`config.mk`:
```
export PLATFORM = sky130hd
export DESIGN_NAME = heartbeat_monitor
export DESIGN_NICKNAME = d
export VERILOG_FILES = /design/src/rtl/heartbeat_monitor.sv
export SDC_FILE = /design/constraint.sdc
export NUM_CORES = 1
export LEC_CHECK = 0
export CAP_MARGIN = 20
export CELL_PAD_IN_SITES_DETAIL_PLACEMENT = 0
export CELL_PAD_IN_SITES_GLOBAL_PLACEMENT = 2
export CORE_ASPECT_RATIO = 1.1
export CORE_MARGIN = 2
export CORE_UTILIZATION = 25
export DETAILED_ROUTE_END_ITERATION = 10
export PLACE_DENSITY = 0.66
export REMOVE_ABC_BUFFERS = 1
export SYNTH_ARGS = -nofsm -noshare
export SYNTH_HDL_FRONTEND = slang
export SYNTH_SLANG_ARGS = --single-unit
```
`constraint.sdc`:
```
create_clock -name clk -period 1.88 [get_ports clk]
set_input_delay 0.376 -clock clk [delete_from_list [all_inputs] [get_ports clk]]
set_output_delay 0.376 -clock clk [all_outputs]
set_load 0.01 [all_outputs]
```
`src/rtl/heartbeat_monitor.sv`:
```
// Heartbeat checker: measures each period and high time, publishes the last
// measurement pair, and holds the first fault until it is cleared.
module heartbeat_monitor #(
  parameter int unsigned PERIOD_MIN = 11_880_000,
  parameter int unsigned PERIOD_MAX = 12_120_000,
  parameter int unsigned HIGH_MIN   = 2_376_000,
  parameter int unsigned HIGH_MAX   = 2_424_000,
  localparam int unsigned CW        = $clog2(PERIOD_MAX + 2)
) (
  input  logic          clk,
  input  logic          reset,
  input  logic          i_heartbeat,
  input  logic          i_clear_fault,
  output logic [CW-1:0] o_period,
  output logic [CW-1:0] o_high_time,
  output logic          o_meas_valid,
  output logic          o_fault,
  output logic [1:0]    o_fault_code,
  output logic          o_alive
);

  typedef enum logic [1:0] {SYNC = 2'd0, HIGH = 2'd1, LOW = 2'd2} state_e;

  localparam logic [1:0] CODE_NONE  = 2'd0;
  localparam logic [1:0] CODE_SHORT = 2'd1;
  localparam logic [1:0] CODE_LONG  = 2'd2;
  localparam logic [1:0] CODE_HIGH  = 2'd3;

  function automatic logic [CW-1:0] sat_inc(input logic [CW-1:0] v);
    return (&v) ? v : v + 1'b1;
  endfunction

  state_e        state_q, state_d;
  logic          hb_q;
  logic [CW-1:0] per_cnt_q, per_cnt_d, hi_cnt_q, hi_cnt_d;
  logic [CW-1:0] hi_meas_q, hi_meas_d, per_meas_q, per_meas_d;
  logic          hi_ok_q, hi_ok_d, meas_pend_q, meas_pend_d, force_q, force_d;
  logic [1:0]    pend_code_q, pend_code_d;
  logic [CW-1:0] period_q, period_d, high_time_q, high_time_d;
  logic          meas_valid_q, meas_valid_d, fault_q, fault_d, alive_q, alive_d;
  logic [1:0]    fault_code_q, fault_code_d;
  logic          rise, fall, hi_in_window;

  assign rise         = i_heartbeat & ~hb_q;
  assign fall         = ~i_heartbeat & hb_q;
  assign hi_in_window = (hi_cnt_q >= CW'(HIGH_MIN)) && (hi_cnt_q <= CW'(HIGH_MAX));

  // Measurement FSM; detected faults go to pend_code and are published one cycle later.
  always_comb begin
    // NOTE: every variable gets a default before the case so no path can infer a latch.
    state_d     = state_q;
    per_cnt_d   = per_cnt_q;
    hi_cnt_d    = hi_cnt_q;
    hi_meas_d   = hi_meas_q;
    hi_ok_d     = hi_ok_q;
    per_meas_d  = per_meas_q;
    meas_pend_d = 1'b0;
    pend_code_d = CODE_NONE;

    unique case (state_q)
      SYNC: if (rise) begin
        per_cnt_d = CW'(1);
        hi_cnt_d  = CW'(1);
        state_d   = HIGH;
      end
      HIGH: begin
        per_cnt_d = sat_inc(per_cnt_q);
        hi_cnt_d  = sat_inc(hi_cnt_q);
        if (fall) begin
          hi_meas_d = hi_cnt_q;
          hi_ok_d   = hi_in_window;
          if (!hi_in_window) pend_code_d = CODE_HIGH;
          state_d   = LOW;
        end
      end
      LOW: begin
        per_cnt_d = sat_inc(per_cnt_q);
        if (rise) begin
          per_meas_d  = per_cnt_q;
          meas_pend_d = 1'b1;
          if (per_cnt_q < CW'(PERIOD_MIN)) pend_code_d = CODE_SHORT;
          per_cnt_d   = CW'(1);
          hi_cnt_d    = CW'(1);
          state_d     = HIGH;
        end
      end
      default: state_d = SYNC;
    endcase

    if (state_q != SYNC && per_cnt_q == CW'(PERIOD_MAX) && !rise) begin
      if (pend_code_d < CODE_LONG) pend_code_d = CODE_LONG;
      per_cnt_d = '0;
      hi_cnt_d  = '0;
      state_d   = SYNC;
    end
  end

  // A clear that coincides with a fresh detection must not drop the flag, and
  // must let the new code replace the old one when it lands a cycle later.
  always_comb begin
    period_d     = period_q;
    high_time_d  = high_time_q;
    meas_valid_d = meas_pend_q;
    fault_d      = fault_q;
    fault_code_d = fault_code_q;
    alive_d      = alive_q;
    force_d      = i_clear_fault && (pend_code_d != CODE_NONE);

    if (meas_pend_q) begin
      period_d    = per_meas_q;
      high_time_d = hi_meas_q;
    end

    if (pend_code_q != CODE_NONE)  alive_d = 1'b0;
    else if (meas_pend_q)          alive_d = hi_ok_q & ~fault_q;

    if (pend_code_q != CODE_NONE) begin
      fault_d = 1'b1;
      if (!fault_q || i_clear_fault || force_q) fault_code_d = pend_code_q;
    end else if (i_clear_fault && pend_code_d == CODE_NONE) begin
      fault_d      = 1'b0;
      fault_code_d = CODE_NONE;
    end
  end

  always_ff @(posedge clk) begin
    if (reset) begin
      state_q      <= SYNC;
      hb_q         <= 1'b0;
      per_cnt_q    <= '0;
      hi_cnt_q     <= '0;
      hi_meas_q    <= '0;
      hi_ok_q      <= 1'b0;
      per_meas_q   <= '0;
      meas_pend_q  <= 1'b0;
      pend_code_q  <= CODE_NONE;
      force_q      <= 1'b0;
      period_q     <= '0;
      high_time_q  <= '0;
      meas_valid_q <= 1'b0;
      fault_q      <= 1'b0;
      fault_code_q <= CODE_NONE;
      alive_q      <= 1'b0;
    end else begin
      state_q      <= state_d;
      hb_q         <= i_heartbeat;
      per_cnt_q    <= per_cnt_d;
      hi_cnt_q     <= hi_cnt_d;
      hi_meas_q    <= hi_meas_d;
      hi_ok_q      <= hi_ok_d;
      per_meas_q   <= per_meas_d;
      meas_pend_q  <= meas_pend_d;
      pend_code_q  <= pend_code_d;
      force_q      <= force_d;
      period_q     <= period_d;
      high_time_q  <= high_time_d;
      meas_valid_q <= meas_valid_d;
      fault_q      <= fault_d;
      fault_code_q <= fault_code_d;
      alive_q      <= alive_d;
    end
  end

  assign o_period     = period_q;
  assign o_high_time  = high_time_q;
  assign o_meas_valid = meas_valid_q;
  assign o_fault      = fault_q;
  assign o_fault_code = fault_code_q;
  assign o_alive      = alive_q;

endmodule

```
==> results.toml <==
[setup_path]
crit_buf_inv = 3
slowest_delay_ps = 550
end_kind = "flip-flop"
crit_end = "hi_cnt_q[3]$_SDFFE_PP0P_"
cp_max_fo = 6
r2r-end = "hi_cnt_q[3]$_SDFFE_PP0P_"
start_kind = "flip-flop"
cp.depth = 9
startpoint = "per_cnt_q[2]$_SDFFE_PP0P_"
r2r_setup_slack_ps = -90
crit_chain = "or4_4 > nor4_4 > and4_4 > nor2_4 > buf_6 > o31ai_4 > buf_12 > buf_16 > nor2_2"
critPathRequiredTime_ps = 2190
crit_type = "reg -> reg"
reg2reg_depth = 9
slowest_stage = "or4_4"
arrival_ps = 2280
r2r_start = "per_cnt_q[2]$_SDFFE_PP0P_"
path_delay_family = "simple AND/OR/NAND/NOR gates"

[routing]
drc = 0
drt_iter0_markers = 200
routed_via_density = 4.343
routed_wl_mm = 17.02
via_count = 5529
first_pass_iters = 4
wl_per_cell_um = 13.37
drtAntennaViolNets = 0

[synth]
ys_types = 65
async_flop_share = 0
yosysWarnings = 0
syn_avg_cell_area_um2 = 8.807
synth_seq_cells = 157
synth-edff-count = 0
synth_area_mm2 = 0.006596
synth-main-ff-cell = "dfxtp_1"
syn_inst = 749
synth_seq_area_share = 0.4765

[grt]
grt_max_degree = 69
track_usage = 0.1268
grt.overflow.total = 0
grt_pass1_vias = 5511
grt_pass1_wl_mm = 28.59
antenna_found_initial = 0

[timing]
rsz0062_at_grt = "yes"
worst_slack_ps = -89.36
slew_viol_final = 0
finalSetupViolations = 41
timing.slew.headroom = 0.7274
fin_crit_ps = 1969
clock.fmax_ghz = 0.5078
hold_viol = 0
worst_pin_slew_ps = 408.9
skew_ps = 14.04
fin_crit_sh = 1.048

[place]
globalplace.congestion = 0.7561
io_buffers = 56
post-dp-hpwl_mm = 11.82
placed_area_mm2 = 0.008294
placed_cells = 1229

[clock_tree]
cts_buffers = 17
clk_pin_slew_ps = 60
cts_tree = "built"
cts.sinks = 157
clock_latency_ps = 420
clockBufferDepth = 2
hold_buffers = 0
cts_root_buf = "clkbuf_16"
cts-htree-levels = 4

[floorplanning]
io_pins = 57
die_h_um = 174.4
initial_utilization = 0.2531
row_count = 62
core_area_mm2 = 0.02607
design.die.area_mm2 = 0.02770
die_w_um = 158.9

[finish]
layout_common_cells = "dfxtp_1, nand2_1, buf_4"
synthToLayoutAreaGrowth_pct = 43.63
stdcell_area_mm2 = 0.009474
final_nets = 921
mostFrequentLayoutCell = "dfxtp_1"
antenna_cells = 0
drive_gt1_frac = 0.2660
final_cells = 1273
fillerInstances = 2779

[run]
max_cap_violations = 0

[pwr]
total_leakage_power_nw = 3.305
ir_worst_vdd_mv = 0.4983
power_density_mw_per_mm2 = 767.9

[outcome]
status = "finished, violations left"
failed_checks = "negative setup slack"

[worst_hold_path]
hold_class = "in -> reg"
## timing repair
action	4_1_cts	5_1_grt
pin swaps	10	42
buffers inserted	2	8
resized for setup	27	83
cloned	3	1
setup endpoints to repair	48	48
## metrics by stage
stage	TNS (ps)	power, W	hold slack, ps	worst slack, ps	util
2_1_floorplan	-21360	0.003549	426.0	-542.4	-
3_3_place_gp	-17180	0.003735	446.2	-358.1	0.3182
3_5_place_dp	-19410	0.003734	449.0	-399.9	0.3182
4_1_cts	-1851	0.007338	268.7	-88.33	0.3492
5_1_grt	-5936	0.007598	284.9	-180.9	0.3635
6_report	-2477	0.007275	272.3	-89.36	0.3635
## area by class of cell
class | instances | area, um2 | share of cell area
inverters | 11 | 41.29 | 0.004358
repair buffers | 180 | 1672 | 0.1764
clock buffers | 17 | 425.4 | 0.04490
clock inverters | 14 | 160.2 | 0.01690
well taps | 352 | 440.4 | 0.04649
flip-flops and latches | 157 | 3158 | 0.3333
multi-input cells | 542 | 3577 | 0.3776
## report_power, final
group | total, W | internal, W | switching (W)
Combinational | 0.000455 | 0.000218 | 0.000237
Sequential | 0.00334 | 0.00333 | 0.00000773
Clock | 0.00348 | 0.00199 | 0.00149
Total | 0.00728 | 0.00554 | 0.00174
## layer usage
metal,part of all wire,vias up,routed length (um),GRT usage
met3,0.023,10,393,0.02792
met2,0.53,49,9020,0.2307
met4,0.0076,0,129,0.03295
met5,0,-,0,0
met1,0.44,2596,7478,0.1508
li1,-,2874,-,-
## cell usage after synthesis, types with 2 or more instances
cell / number / area, um2
nand2b_1: 3 / 18.77
a21o_1: 2 / 15.01
xor2_1: 19 / 166.4
nand4_1: 13 / 81.33
nor2_2: 3 / 18.77
a31oi_1: 6 / 37.54
o21a_1: 2 / 15.01
or2_2: 2 / 12.51
mux2i_1: 50 / 500.5
and2_1: 5 / 31.28
o21ai_0: 3 / 15.01
nor3b_1: 4 / 30.03
nor2b_1: 5 / 31.28
clkbuf_1: 26 / 97.59
nor2_1: 113 / 424.2
o22ai_1: 5 / 31.28
nand2_1: 117 / 439.2
nand3b_1: 4 / 30.03
or3b_2: 2 / 17.52
ha_1: 8 / 100.1
nor4b_1: 3 / 26.28
inv_1: 11 / 41.29
buf_6: 4 / 45.04
buf_1: 4 / 15.01
and4b_1: 2 / 20.02
nand3_1: 22 / 110.1
nor3_1: 13 / 65.06
a21oi_1: 59 / 295.3
buf_2: 4 / 20.02
nor4_1: 9 / 56.30
and3_1: 12 / 75.07
dfxtp_1: 157 / 3143
xnor2_1: 19 / 166.4
a211oi_1: 3 / 22.52
and4_1: 5 / 43.79
## sequential cells by signal, indices dropped and copies added, names as in the netlist
signal / flops
hi_cnt_q: 24
hi_meas_q: 24
o_high_time: 24
o_period: 24
per_cnt_q: 24
per_meas_q: 24
o_fault_code: 2
pend_code_q: 2
state_q: 2
force_q: 1
hb_q: 1
hi_ok_q: 1
meas_pend_q: 1
o_alive: 1
o_fault: 1
o_meas_valid: 1
## kinds of logic after synthesis
logic type               synth area share
AO/OA/AOI/OAI                     0.08858
XOR/XNOR                          0.05046
adder cells (fa/ha/maj)           0.01518
buffers and inverters             0.03433
flip-flops                         0.4765
multiplexers                      0.07758
AND/OR/NAND/NOR                    0.2574
## how the worst min path moves through the flow
stage,cells after the start,end,start,slack [ps]
finish,2,hb_q$_SDFF_PP0_,i_heartbeat,270
global route,2,o_period[0]$_SDFFE_PP0P_,reset,280
CTS,2,o_period[0]$_SDFFE_PP0P_,reset,270
detailed placement,2,per_meas_q[10]$_SDFFE_PP0P_,per_meas_q[10]$_SDFFE_PP0P_,450
global placement,2,per_meas_q[10]$_SDFFE_PP0P_,per_meas_q[10]$_SDFFE_PP0P_,450
floorplan,2,hi_ok_q$_SDFFE_PP0P_,hi_ok_q$_SDFFE_PP0P_,430
No activity file was read; power rests on OpenSTA's default activity.
